$ cat src/rtl/eq_band_scheduler.sv
// eq_band_scheduler: time-shares one biquad arithmetic unit across NBANDS
// equalizer bands for every incoming audio sample, sums the enabled band
// outputs and emits one output sample per input strobe.
// Optional feature: define EQ_SAT_EN to saturate the summed output to W bits
// instead of wrapping it.
module eq_band_scheduler #(
    parameter int NBANDS  = 3,
    parameter int W       = 12,
    parameter int TIMEOUT = 63
) (
    input  logic              clk,
    input  logic              reset,
    input  logic              sample_strobe,
    input  logic [W-1:0]      sample_in,
    input  logic [NBANDS-1:0] band_en,
    output logic              arith_start,
    output logic [1:0]        arith_band,
    output logic [W-1:0]      arith_x,
    input  logic              arith_done,
    input  logic [W-1:0]      arith_y,
    output logic [W-1:0]      sample_out,
    output logic              sample_valid,
    output logic              busy,
    output logic              overrun,
    output logic              timeout_err
);

    localparam int CNT_W = (TIMEOUT < 1) ? 1 : $clog2(TIMEOUT + 1);
    localparam logic [CNT_W-1:0] TMO = CNT_W'(TIMEOUT);

    localparam logic [1:0] S_IDLE  = 2'd0;
    localparam logic [1:0] S_ISSUE = 2'd1;
    localparam logic [1:0] S_WAIT  = 2'd2;
    localparam logic [1:0] S_OUT   = 2'd3;

`ifdef EQ_SAT_EN
    localparam logic signed [W+1:0] SAT_MAX = $signed({3'b000, {(W-1){1'b1}}});
    localparam logic signed [W+1:0] SAT_MIN = $signed({3'b111, {(W-1){1'b0}}});
`endif

    logic [1:0]           state;
    logic signed [W+1:0]  acc;
    logic signed [W-1:0]  x_reg;
    logic [NBANDS-1:0]    mask_reg;
    logic [CNT_W-1:0]     wait_cnt;
    logic [1:0]           band;
    logic signed [W-1:0]  out_reg;

    logic [1:0]           first_band;
    logic [1:0]           nxt_band;
    logic                 nxt_found;
    logic signed [W+1:0]  acc_upd;
    logic signed [W+1:0]  in_ext;
    logic                 band_end;

    // Sign-extend a W-bit sample into the accumulator width.
    function automatic logic signed [W+1:0] sext(input logic [W-1:0] v);
        return $signed({{2{v[W-1]}}, v});
    endfunction

    // Reduce the W+2 bit accumulator to the W-bit output sample.
    function automatic logic signed [W-1:0] out_conv(input logic signed [W+1:0] a);
`ifdef EQ_SAT_EN
        if (a > SAT_MAX)
            return SAT_MAX[W-1:0];
        else if (a < SAT_MIN)
            return SAT_MIN[W-1:0];
        else
            return a[W-1:0];
`else
        return W'(a);
`endif
    endfunction

    // Lowest enabled band of the incoming mask and next higher band of the captured mask.
    always_comb begin
        first_band = 2'd0;
        nxt_band   = 2'd0;
        nxt_found  = 1'b0;
        for (int i = NBANDS - 1; i >= 0; i--) begin
            if (band_en[i])
                first_band = i[1:0];
            if (mask_reg[i] && (i > int'(band))) begin
                nxt_band  = i[1:0];
                nxt_found = 1'b1;
            end
        end
    end

    // A band finishes on its done pulse (which wins over a coincident timeout)
    // or when the wait counter reaches TIMEOUT; a timed-out band adds nothing.
    always_comb begin
        in_ext   = sext(sample_in);
        acc_upd  = arith_done ? (acc + sext(arith_y)) : acc;
        band_end = arith_done || (wait_cnt == TMO);
    end

    // Scheduler state machine, accumulator and sticky error flags.
    always_ff @(posedge clk or posedge reset) begin
        if (reset) begin
            state       <= S_IDLE;
            acc         <= '0;
            x_reg       <= '0;
            mask_reg    <= '0;
            wait_cnt    <= '0;
            band        <= 2'd0;
            out_reg     <= '0;
            overrun     <= 1'b0;
            timeout_err <= 1'b0;
        end else begin
            if (sample_strobe && (state != S_IDLE))
                overrun <= 1'b1;
            case (state)
                S_IDLE: begin
                    if (sample_strobe) begin
                        x_reg    <= $signed(sample_in);
                        mask_reg <= band_en;
                        if (|band_en) begin
                            acc   <= '0;
                            band  <= first_band;
                            state <= S_ISSUE;
                        end else begin
                            acc     <= in_ext;
                            out_reg <= out_conv(in_ext);
                            state   <= S_OUT;
                        end
                    end
                end
                S_ISSUE: begin
                    wait_cnt <= '0;
                    state    <= S_WAIT;
                end
                S_WAIT: begin
                    if (band_end) begin
                        if (!arith_done)
                            timeout_err <= 1'b1;
                        acc <= acc_upd;
                        if (nxt_found) begin
                            band  <= nxt_band;
                            state <= S_ISSUE;
                        end else begin
                            out_reg <= out_conv(acc_upd);
                            state   <= S_OUT;
                        end
                    end else begin
                        wait_cnt <= wait_cnt + 1'b1;
                    end
                end
                default: begin
                    state <= S_IDLE;
                end
            endcase
        end
    end

    assign arith_start  = (state == S_ISSUE);
    assign arith_band   = ((state == S_ISSUE) || (state == S_WAIT)) ? band : 2'd0;
    assign arith_x      = ((state == S_ISSUE) || (state == S_WAIT)) ? x_reg : '0;
    assign sample_out   = out_reg;
    assign sample_valid = (state == S_OUT);
    assign busy         = (state != S_IDLE);

endmodule

$ cat config.mk
export PLATFORM = sky130hd
export DESIGN_NAME = eq_band_scheduler
export DESIGN_NICKNAME = d
export VERILOG_FILES = /design/src/rtl/eq_band_scheduler.sv
export SDC_FILE = /design/constraint.sdc
export NUM_CORES = 1
export LEC_CHECK = 0
export CORE_UTILIZATION = 47
export CTS_CLUSTER_DIAMETER = 120
export DETAILED_ROUTE_END_ITERATION = 6
export PLACE_DENSITY = 0.77
export SYNTH_ARGS = -nofsm -noshare
export SYNTH_HDL_FRONTEND = slang
export SYNTH_SLANG_ARGS = --single-unit
$ cat constraint.sdc
create_clock -name clk -period 1.95 [get_ports clk]
set_input_delay 0.2925 -clock clk [delete_from_list [all_inputs] [get_ports clk]]
set_output_delay 0.2925 -clock clk [all_outputs]
set_load 0.05 [all_outputs]
==> summary.txt, run 1 <==
Yosys
  • Synth cell types: 56
  • Fraction of synthesized cell area in xor and xnor cells: 0.03087
  • Most common cell in the synthesized netlist: sky130_fd_sc_hd__dfrtp_1
  • Area share of the largest cell type after synthesis: 0.4010
  • Post-synth net total: 369
  • Adder-cell share of the synthesized area: 0.07057
  • Post-synthesis cell count: around 320
  • Sequential area share after synthesis: 0.4010
  • Number of enable flip-flop cells after synthesis: 0
  • Proportion of synthesized area in mux cells: 0.06776
  • Largest family of logic cells by synthesized area: compound AO/OA/AOI/OAI gates
  • Syn avg cell area: 9.721 um^2
  • Post-synth top cells: sky130_fd_sc_hd__dfrtp_1, sky130_fd_sc_hd__nand2_1, sky130_fd_sc_hd__nor2_1, sky130_fd_sc_hd__o21ai_0, sky130_fd_sc_hd__a21oi_1
  • Simple-gate portion of the synthesized area: 0.1856
  • Complex-gate fraction of the synthesized area: 0.1937
  • Synthesis-stage register bit count: 50
  • Synth area leaders: sky130_fd_sc_hd__dfrtp_1, sky130_fd_sc_hd__ha_1, sky130_fd_sc_hd__mux2_2, sky130_fd_sc_hd__nand2_1, sky130_fd_sc_hd__o21ai_0
  • Proportion of synthesized flip-flops having asynchronous set or reset: 1.000
  • Syn Std Cell Area: around 3100 um^2
  • Total of warnings raised by yosys: 0
  • Main synth FF type: sky130_fd_sc_hd__dfrtp_1
  • Most area-hungry cell type in the Yosys netlist: sky130_fd_sc_hd__dfrtp_1

Power and ir drop
  • Pwr per Cell Area: 1857 nW/um^2
  • Sequential share of power: 0.207
  • Internal power summed over all cells: 4.739 mW
  • Worst vdd ir: 1702 uV
  • Sw frac: 0.4532
  • Clock network fraction of design power: 0.085
  • Switching power summed over all nets: a little under 4 mW
  • Standby leakage power: 2.087 nW
  • Share of total power in combinational logic: 0.708

Drt
  • Wirelength per Cell: around 16 um
  • Via-to-Cell Ratio: 5.589
  • Antenna Violating Nets Remaining: 0
  • Sum of routed wire length over all layers: 8.435 mm
  • DRC violation total after the first TritonRoute iteration: 199
  • Residual DRC count: 0
  • First drt pass iteration count: 5
  • Via count: a little under 3,000

Critical path
  • Worst path cell trace: ha_2 > fa_2 > a21o_1 > a21oi_2 > buf_4 > xnor2_1 > mux2_4 > nand2_2 > a21oi_1 > a21o_1
  • Critical path depth in cells: 10
  • Slowest cell on the critical path: sky130_fd_sc_hd__dfrtp_1
  • Cell seen most often among critical-path stages: sky130_fd_sc_hd__a21o_1
  • Class of the most critical setup path: register to register
  • Required time worst endpoint: 2.16 ns
  • Maximum fanout count along the critical path: 2
  • Kind of end point of the critical path: register
  • Buf/Inv on CP: 1
  • Crit-path leading delay family: adder cells
  • Number of cells on the worst reg-to-reg path: 10
  • Worst endpoint data arrival time: 2.40 ns
  • Crit start category: register
  • Slowest cell delay on critical path: a little under 0.4 ns

Run status
  • Result of the run: complete, but fails checks
  • Failing checks: negative setup slack

Placement
  • DP Wirelength: 5.967 mm
  • Worst slack after detailed placement: -0.5921 ns
  • Inst Count DP: roughly 500
  • Final weighted congestion in routability-driven placement: approximately 0.82
  • Port buffer count: 61

Global route
  • Antenna violations before repair: 0
  • Global-route wire length before repair: roughly 14 mm
  • Pin count of the biggest net entering global routing: 35
  • All-layer global routing usage: 0.2482
  • GR Overflow Total: 0
  • Layer with the highest usage: met2
  • Via count of the first global-routing pass: between 2,000 and 3,000
  • Met2 usage in global routing: 0.4113
  • Met3 usage: 0.03264
  • Fraction of met1 tracks used by global routing: 0.3402

STA
  • Final period util: 1.120
  • Worst hold margin: roughly 0.27 ns
  • Number of setup violations in the final report: 15
  • Relative max-transition margin: 0.6604
  • Number of pins with negative max-slew slack in the final report: 0
  • Number of failing hold endpoints at the final stage: 0
  • Total Neg Setup Slack: -1.989 ns
  • Max Fclk: 457.8 MHz
  • Setup clock skew after layout: ~0.0056 ns
  • Actual slew at the worst max-slew pin: 0.5078 ns
  • Worst Slack Setup Final: -0.2343 ns
  • Tmin final: 2.184 ns
  • Unrepaired setup endpoints after global routing: yes

Clocking
  • Inserted Clock Buffers: 5
  • Worst-skew pair later-pin latency: 0.31 ns
  • Quantity of hold-fixing buffers added after cts: 0
  • CTS tree: done
  • Clock input transition at the sequential cells of the worst setup and hold paths: 0.09 ns
  • CTS H-tree depth: 2
  • Clock root buffer master: sky130_fd_sc_hd__clkbuf_8
  • Sinks on the clock net: 50
  • Longest Clk Path Bufs: 2

Floorplan
  • Standard cell core area: 6386 um^2
  • Die Span Y: 83.48 um
  • I/O Pins: 62
  • Width of the die: between 80 and 90 um
  • Floorplan die area: between 6000 and 7000 um^2
  • Standard-cell rows: 29
  • Starting utilization of the core area: 0.4886

Hold path
  • Worst Hold Class: primary input to async pin

Finish
  • Non-Filler Instances: 518
  • Fraction of layout instances using a drive strength above 1: 0.3379
  • Core Util, Final: 0.7310
  • Area growth from synthesis to final layout: 49.60%
  • Diodes inserted: 0
  • Total Nets Final: approximately 490

Job
  • Number of max-cap violations: 0
## worst paths after layout
path,endpoint,startpoint,slack (ns)
worst max register to register,sample_out[4],acc[0],-0.23
worst max-delay path,sample_out[4],acc[0],-0.23
worst min-delay path,state[0],reset,0.27
min in group clk,overrun,overrun,0.46
max in group asynchronous,acc[1],reset,1.17
worst min register to register,overrun,overrun,0.46
## routing by layer
layer  share of wire  routed length (um)
met1            0.45                3822
met3           0.051                 429
met2            0.48                4085
met4           0.012                  98
met5               0                   0
## stage by stage
stage | cell area, um^2 | total power [mW]
detailed placement | 4282 | 7.290
finish | 4668 | 8.667
floorplan | 3126 | 5.061
CTS | 4514 | 8.307
global route | 4668 | 9.174
global placement | 4282 | 7.166
## cells by family after synthesis
group / Yosys count
multiplexers: 19
buffers and inverters: 25
AO/OA/AOI/OAI: 88
flip-flops: 50
AND/OR/NAND/NOR: 111
XOR/XNOR: 11
adder cells (fa/ha/maj): 17
## power groups by stage
stage / clock [mW] / sequential, mW / combinational (mW)
finish: 0.735 / 1.79 / 6.14
global route: 0.786 / 1.84 / 6.55
CTS: 0.748 / 1.77 / 5.79
detailed placement: 0 / 1.79 / 5.50
global placement: 0 / 1.76 / 5.40
floorplan: 0 / 2.10 / 2.96
## layout make-up
class | count | area (um^2)
Fill cell | 418 | 1718
Sequential cell | 50 | 1251
Timing Repair Buffer | 123 | 1262
Inverter | 13 | 48.80
Tap cell | 77 | 96.34
Clock inverter | 2 | 37.54
Multi-Input combinational cell | 247 | 1899
Clock buffer | 6 | 72.57
## placed cells by master, fill, tap and decap left out, types with 4 or more instances in the layout
cell type,n
sky130_fd_sc_hd__nor3_2,4
sky130_fd_sc_hd__ha_4,5
sky130_fd_sc_hd__nand3_1,10
sky130_fd_sc_hd__a21oi_2,8
sky130_fd_sc_hd__mux2_2,15
sky130_fd_sc_hd__inv_1,12
sky130_fd_sc_hd__dfrtp_1,50
sky130_fd_sc_hd__clkdlybuf4s50_1,41
sky130_fd_sc_hd__buf_4,59
sky130_fd_sc_hd__a21oi_1,12
sky130_fd_sc_hd__a21o_1,12
sky130_fd_sc_hd__xor2_1,6
sky130_fd_sc_hd__and2_1,14
sky130_fd_sc_hd__buf_12,18
sky130_fd_sc_hd__xnor2_1,4
sky130_fd_sc_hd__o21ai_1,5
sky130_fd_sc_hd__nor2_1,19
sky130_fd_sc_hd__o21ai_0,14
sky130_fd_sc_hd__a31oi_1,9
sky130_fd_sc_hd__ha_1,9
sky130_fd_sc_hd__nand2_1,36
sky130_fd_sc_hd__clkbuf_8,5
## repair_timing
item	in CTS	in global routing
buffers inserted	7	5
setup endpoints to repair	24	35
pin swaps	17	24
cloned	1	0
resized for setup	19	21
hold endpoints to repair	0	0
Power figures use the tool's default switching activity.
==> run 2, diff against run 1 <==
MAX_ROUTING_LAYER = met4   (was default)
==> summary.txt, run 2 (synthesis gave the netlist of run 1 again) <==
Global route
  • Antenna violations before repair: 0
  • Via count of the first global-routing pass: 2,912
  • Global-route wire length before repair: 14.00 mm
  • Pin count of the biggest net entering global routing: 35
  • GR Overflow Total: 0
  • All-layer global routing usage: 0.2554

Critical path
  • Kind of end point of the critical path: register
  • Required time worst endpoint: 2.16 ns
  • Crit path capture: sample_out[4]
  • Endpoint of the lowest-slack register-to-register path: sample_out[4]
  • Class of the most critical setup path: register to register
  • Slowest cell delay on critical path: 0.39 ns
  • Worst endpoint data arrival time: 2.39 ns
  • Reg2reg setup slack: -0.23 ns
  • Reg2reg start: acc[0]
  • Worst path cell trace: ha_2 > fa_2 > a21o_1 > a21oi_2 > buf_4 > xnor2_1 > mux2_4 > nand2_2 > a21oi_1 > a21o_1
  • Cell seen most often among critical-path stages: sky130_fd_sc_hd__a21o_1
  • Slowest cell on the critical path: sky130_fd_sc_hd__dfrtp_1
  • Maximum fanout count along the critical path: 2
  • Source of the critical timing path: acc[0]
  • Crit start category: register
  • Number of cells on the worst reg-to-reg path: 10

Finish
  • Total Nets Final: around 490
  • Area growth from synthesis to final layout: 49.60%
  • Non-Filler Instances: 518
  • Fraction of layout instances using a drive strength above 1: 0.3379
  • Commonest cells after routing, fill and taps aside: sky130_fd_sc_hd__buf_4, sky130_fd_sc_hd__dfrtp_1, sky130_fd_sc_hd__clkdlybuf4s50_1
  • Most common cell after layout, fill and taps aside: sky130_fd_sc_hd__buf_4
  • Diodes inserted: 0

Drt
  • Antenna Violating Nets Remaining: 0
  • Sum of routed wire length over all layers: 8.422 mm
  • Wirelength per Cell: 16.26 um
  • Via count: around 2,900
  • First drt pass iteration count: 5
  • DRC violation total after the first TritonRoute iteration: approximately 200
  • Via-to-Cell Ratio: 5.581
  • Residual DRC count: 0

Clocking
  • CTS H-tree depth: 2
  • Quantity of hold-fixing buffers added after cts: 0
  • Sinks on the clock net: 50
  • CTS tree: done
  • Worst-skew pair later-pin latency: 0.31 ns
  • Clock input transition at the sequential cells of the worst setup and hold paths: 0.09 ns
  • Inserted Clock Buffers: 5
  • Longest Clk Path Bufs: 2
  • Clock root buffer master: sky130_fd_sc_hd__clkbuf_8

Run status
  • Failing checks: negative setup slack
  • Result of the run: complete, but fails checks

Placement
  • Final weighted congestion in routability-driven placement: between 0.8 and 0.9
  • Port buffer count: 61
  • DP Wirelength: 5.967 mm
  • Inst Count DP: 497
  • Worst slack after detailed placement: -0.5921 ns

Job
  • Number of max-cap violations: 0

STA
  • Tmin final: 2.182 ns
  • Actual slew at the worst max-slew pin: 0.5166 ns
  • Total Neg Setup Slack: -2.018 ns
  • Unrepaired setup endpoints after global routing: yes
  • Number of setup violations in the final report: 15
  • Max Fclk: 458.3 MHz
  • Setup clock skew after layout: 0.003923 ns
  • Number of pins with negative max-slew slack in the final report: 0
  • Relative max-transition margin: 0.6545
  • Worst Slack Setup Final: -0.2320 ns
  • Final period util: 1.119
  • Number of failing hold endpoints at the final stage: 0

Floorplan
  • Standard cell core area: 6386 um^2
  • I/O Pins: 62
  • Width of the die: 83.48 um
  • Standard-cell rows: 29
  • Floorplan die area: 6969 um^2
  • Die Span Y: around 83 um
  • Starting utilization of the core area: 0.4886

Power and ir drop
  • Worst vdd ir: 1697 uV
  • Standby leakage power: roughly 2.1 nW
  • Pwr per Cell Area: 1856 nW/um^2

Hold path
  • Worst Hold Class: primary input to async pin
==> run 2: area by class of cell <==
| type | count | area, um^2 |
|---|---|---|
| clock buffer | 6 | 72.57 |
| sequential | 50 | 1251 |
| tap | 77 | 96.34 |
| timing repair buffer | 123 | 1262 |
| clock inverter | 2 | 37.54 |
| fill | 418 | 1718 |
| multi-input combinational | 247 | 1899 |
| inverter | 13 | 48.80 |
==> run 2: critical path: cells and delay by family (launching register included) <==
family	cells	cell delay, ns
buffers and inverters	1	0.15
adders and majority gates	2	0.56
AOI/OAI and AO/OA	4	0.55
and+or+nand+nor	1	0.07
DFF	1	0.39
xor gates and xnor gates	1	0.09
muxes	1	0.28
==> run 2: what timing repair did <==
item	4_1_cts	5_1_grt
buffers inserted	7	5
cloned	1	0
gates resized for setup	19	21
pin swaps	17	24
endpoints found under the setup margin	24	35
==> run 2: routing by layer <==
layer	up-vias	routed length, um	track usage
met1	1403	3815	0.3415
li1	1381	-	-
met4	0	99	0.07550
met5	-	0	-
met2	100	4113	0.4121
met3	7	394	0.03066
==> run 2: worst min path at each step <==
| stage | to |
|---|---|
| after CTS | state[0] |
| after floorplan | overrun |
| final | state[0] |
| after global routing | state[0] |
| after detailed placement | overrun |
| after global placement | overrun |
==> run 2: through the flow <==
| step | power [mW] | cell area, um^2 | hold slack, ns | util |
|---|---|---|---|---|
| 6_report | 8.665 | 4668 | 0.2769 | 0.7310 |
| 3_3_place_gp | 7.166 | 4282 | 0.4437 | 0.6705 |
| 2_1_floorplan | 5.061 | 3126 | 0.4136 | - |
| 5_1_grt | 9.172 | 4668 | 0.3178 | 0.7310 |
| 4_1_cts | 8.307 | 4514 | 0.2838 | 0.7069 |
| 3_5_place_dp | 7.290 | 4282 | 0.4436 | 0.6705 |
==> run 2: power by group <==
group | total, mW | leakage [nW] | switching (mW) | internal, mW
combinational | 6.14 | 1.43 | 3.27 | 2.87
clock | 0.732 | 0.0514 | 0.349 | 0.383
sequential | 1.79 | 0.610 | 0.307 | 1.48
total | 8.66 | 2.09 | 3.93 | 4.74
==> run 3, diff against run 2 <==
REMOVE_ABC_BUFFERS = 1   (was default)
==> summary.txt, run 3 (synthesis gave the netlist of run 1 again) <==
STA
  • Max Fclk: 441.5 MHz
  • Unrepaired setup endpoints after global routing: yes
  • Actual slew at the worst max-slew pin: 0.5194 ns
  • Tmin final: 2.265 ns
  • Number of failing hold endpoints at the final stage: 0
  • Number of pins with negative max-slew slack in the final report: 0
  • Final period util: 1.162
  • Setup clock skew after layout: around 0.013 ns
  • Number of setup violations in the final report: 16
  • Worst Slack Setup Final: -0.3150 ns
  • Relative max-transition margin: 0.6526

Global route
  • All-layer global routing usage: 0.2554
  • Pin count of the biggest net entering global routing: 32
  • Via count of the first global-routing pass: about 2,900
  • GR Overflow Total: 0
  • Global-route wire length before repair: 13.81 mm
  • Antenna violations before repair: 0

Clocking
  • CTS tree: done
  • Quantity of hold-fixing buffers added after cts: 0
  • Sinks on the clock net: 50
  • Worst-skew pair later-pin latency: 0.31 ns
  • Clock input transition at the sequential cells of the worst setup and hold paths: 0.10 ns
  • Clock root buffer master: sky130_fd_sc_hd__clkbuf_8
  • Longest Clk Path Bufs: 2
  • Inserted Clock Buffers: 5
  • CTS H-tree depth: 2

Critical path
  • Kind of end point of the critical path: register
  • Required time worst endpoint: 2.16 ns
  • Crit start category: register
  • Maximum fanout count along the critical path: 3
  • Worst endpoint data arrival time: 2.47 ns
  • Class of the most critical setup path: register to register

Finish
  • Area growth from synthesis to final layout: 55.29%
  • Commonest cells after routing, fill and taps aside: sky130_fd_sc_hd__buf_4, sky130_fd_sc_hd__dfrtp_1, sky130_fd_sc_hd__clkdlybuf4s50_1
  • Core Util, Final: 0.7588
  • Number of filler cells placed in the layout: ~400
  • Summed area of non-filler cells in the final layout: 4846 um^2
  • Fraction of layout instances using a drive strength above 1: 0.3951
  • Diodes inserted: 0
  • Area of all sequential standard cells: 1252 um^2
  • Non-Filler Instances: 525
  • Total Nets Final: 495
  • Most common cell after layout, fill and taps aside: sky130_fd_sc_hd__buf_4
  • Area of the multi-input gates: 1976 um^2

Power and ir drop
  • Pwr per Cell Area: between 1500 and 2000 nW/um^2
  • Worst vdd ir: 1487 uV
  • Standby leakage power: around 2.2 nW
  • Overall Power: just over 9 mW

Floorplan
  • Die Span Y: 83.48 um
  • Standard-cell rows: 29
  • Starting utilization of the core area: 0.4886
  • Standard cell core area: roughly 6400 um^2
  • I/O Pins: just over 60
  • Width of the die: 83.48 um
  • Floorplan die area: 6969 um^2

Placement
  • Inst Count DP: 505
  • Port buffer count: 61
  • DP Wirelength: around 6 mm
  • Worst slack after detailed placement: -0.6714 ns
  • Final weighted congestion in routability-driven placement: roughly 0.84
  • Placed standard-cell area: 4349 um^2

Drt
  • Via-to-Cell Ratio: 5.954
  • Antenna Violating Nets Remaining: 0
  • First drt pass iteration count: 6
  • Sum of routed wire length over all layers: approximately 10 mm
  • Residual DRC count: 0
  • DRC violation total after the first TritonRoute iteration: between 200 and 250
  • Via count: 3,126
  • Wirelength per Cell: between 15 and 20 um

Hold path
  • Worst Hold Class: primary input to async pin

Job
  • Number of max-cap violations: 0

Run status
  • Failing checks: negative setup slack
  • Result of the run: complete, but fails checks
run 3: changes by cell type in the layout (fill, tap and decap cells not counted), sizes merged:
cell,previous run,this run
clkbuf,6,7
clkdlybuf4s50,41,40
buf,79,86
dlymetal6s2s,0,2
dlygate4sd2,3,2
o211ai,4,3
run 3: final cells by class:
| class | count | share of cell area |
|---|---|---|
| clock inverter | 2 | 0.007746 |
| tap | 77 | 0.01988 |
| multi-input combinational | 246 | 0.4077 |
| clock buffer | 6 | 0.01498 |
| timing repair buffer | 131 | 0.2812 |
| sequential | 50 | 0.2585 |
| inverter | 13 | 0.01007 |
run 3: critical path, cell delays in order (launching register included):
cell and delay [ns]:
sky130_fd_sc_hd__dfrtp_1 0.43, sky130_fd_sc_hd__buf_4 0.17, sky130_fd_sc_hd__fa_2 0.38, sky130_fd_sc_hd__a21o_1 0.18, sky130_fd_sc_hd__a21oi_2 0.19, sky130_fd_sc_hd__o21ai_2 0.09, sky130_fd_sc_hd__and3_1 0.18, sky130_fd_sc_hd__o31a_1 0.32
sky130_fd_sc_hd__a31oi_1 0.24
run 3: routing by layer:
layer,vias to the layer above,global-route usage,part of all wire
met5,-,-,0
met4,0,0.07704,0.028
met3,26,0.04154,0.069
met2,163,0.4136,0.49
met1,1547,0.3325,0.41
li1,1390,-,-
run 3: worst paths after layout:
path,from,to,cells after the start,slack (ns)
hold reg to reg,sample_out[0],sample_out[0],1,0.48
setup reg to reg,acc[1],acc[6],8,-0.31
min in group clk,sample_out[0],sample_out[0],1,0.48
hold / removal,reset,x_reg[7],2,0.31
max in group asynchronous,reset,acc[4],3,1.08
setup / recovery,acc[1],acc[6],8,-0.31
run 3: power by group:
| part | switching (mW) | internal [mW] |
|---|---|---|
| sequential | 0.333 | 1.48 |
| combinational | 3.56 | 3.22 |
| clock | 0.365 | 0.383 |
run 3: repair_timing:
action,in CTS,in global routing
setup buffers,5,7
pin swaps,22,21
setup endpoints to repair,19,37
resized for setup,23,46
cloned,0,1
run 3: per-stage QoR:
step | hold WS (ns) | TNS (ns)
3_5_place_dp | 0.4480 | -9.084
4_1_cts | 0.3155 | -1.605
6_report | 0.3102 | -2.806
2_1_floorplan | 0.4136 | -6.074
3_3_place_gp | 0.4429 | -7.870
5_1_grt | 0.3397 | -3.869
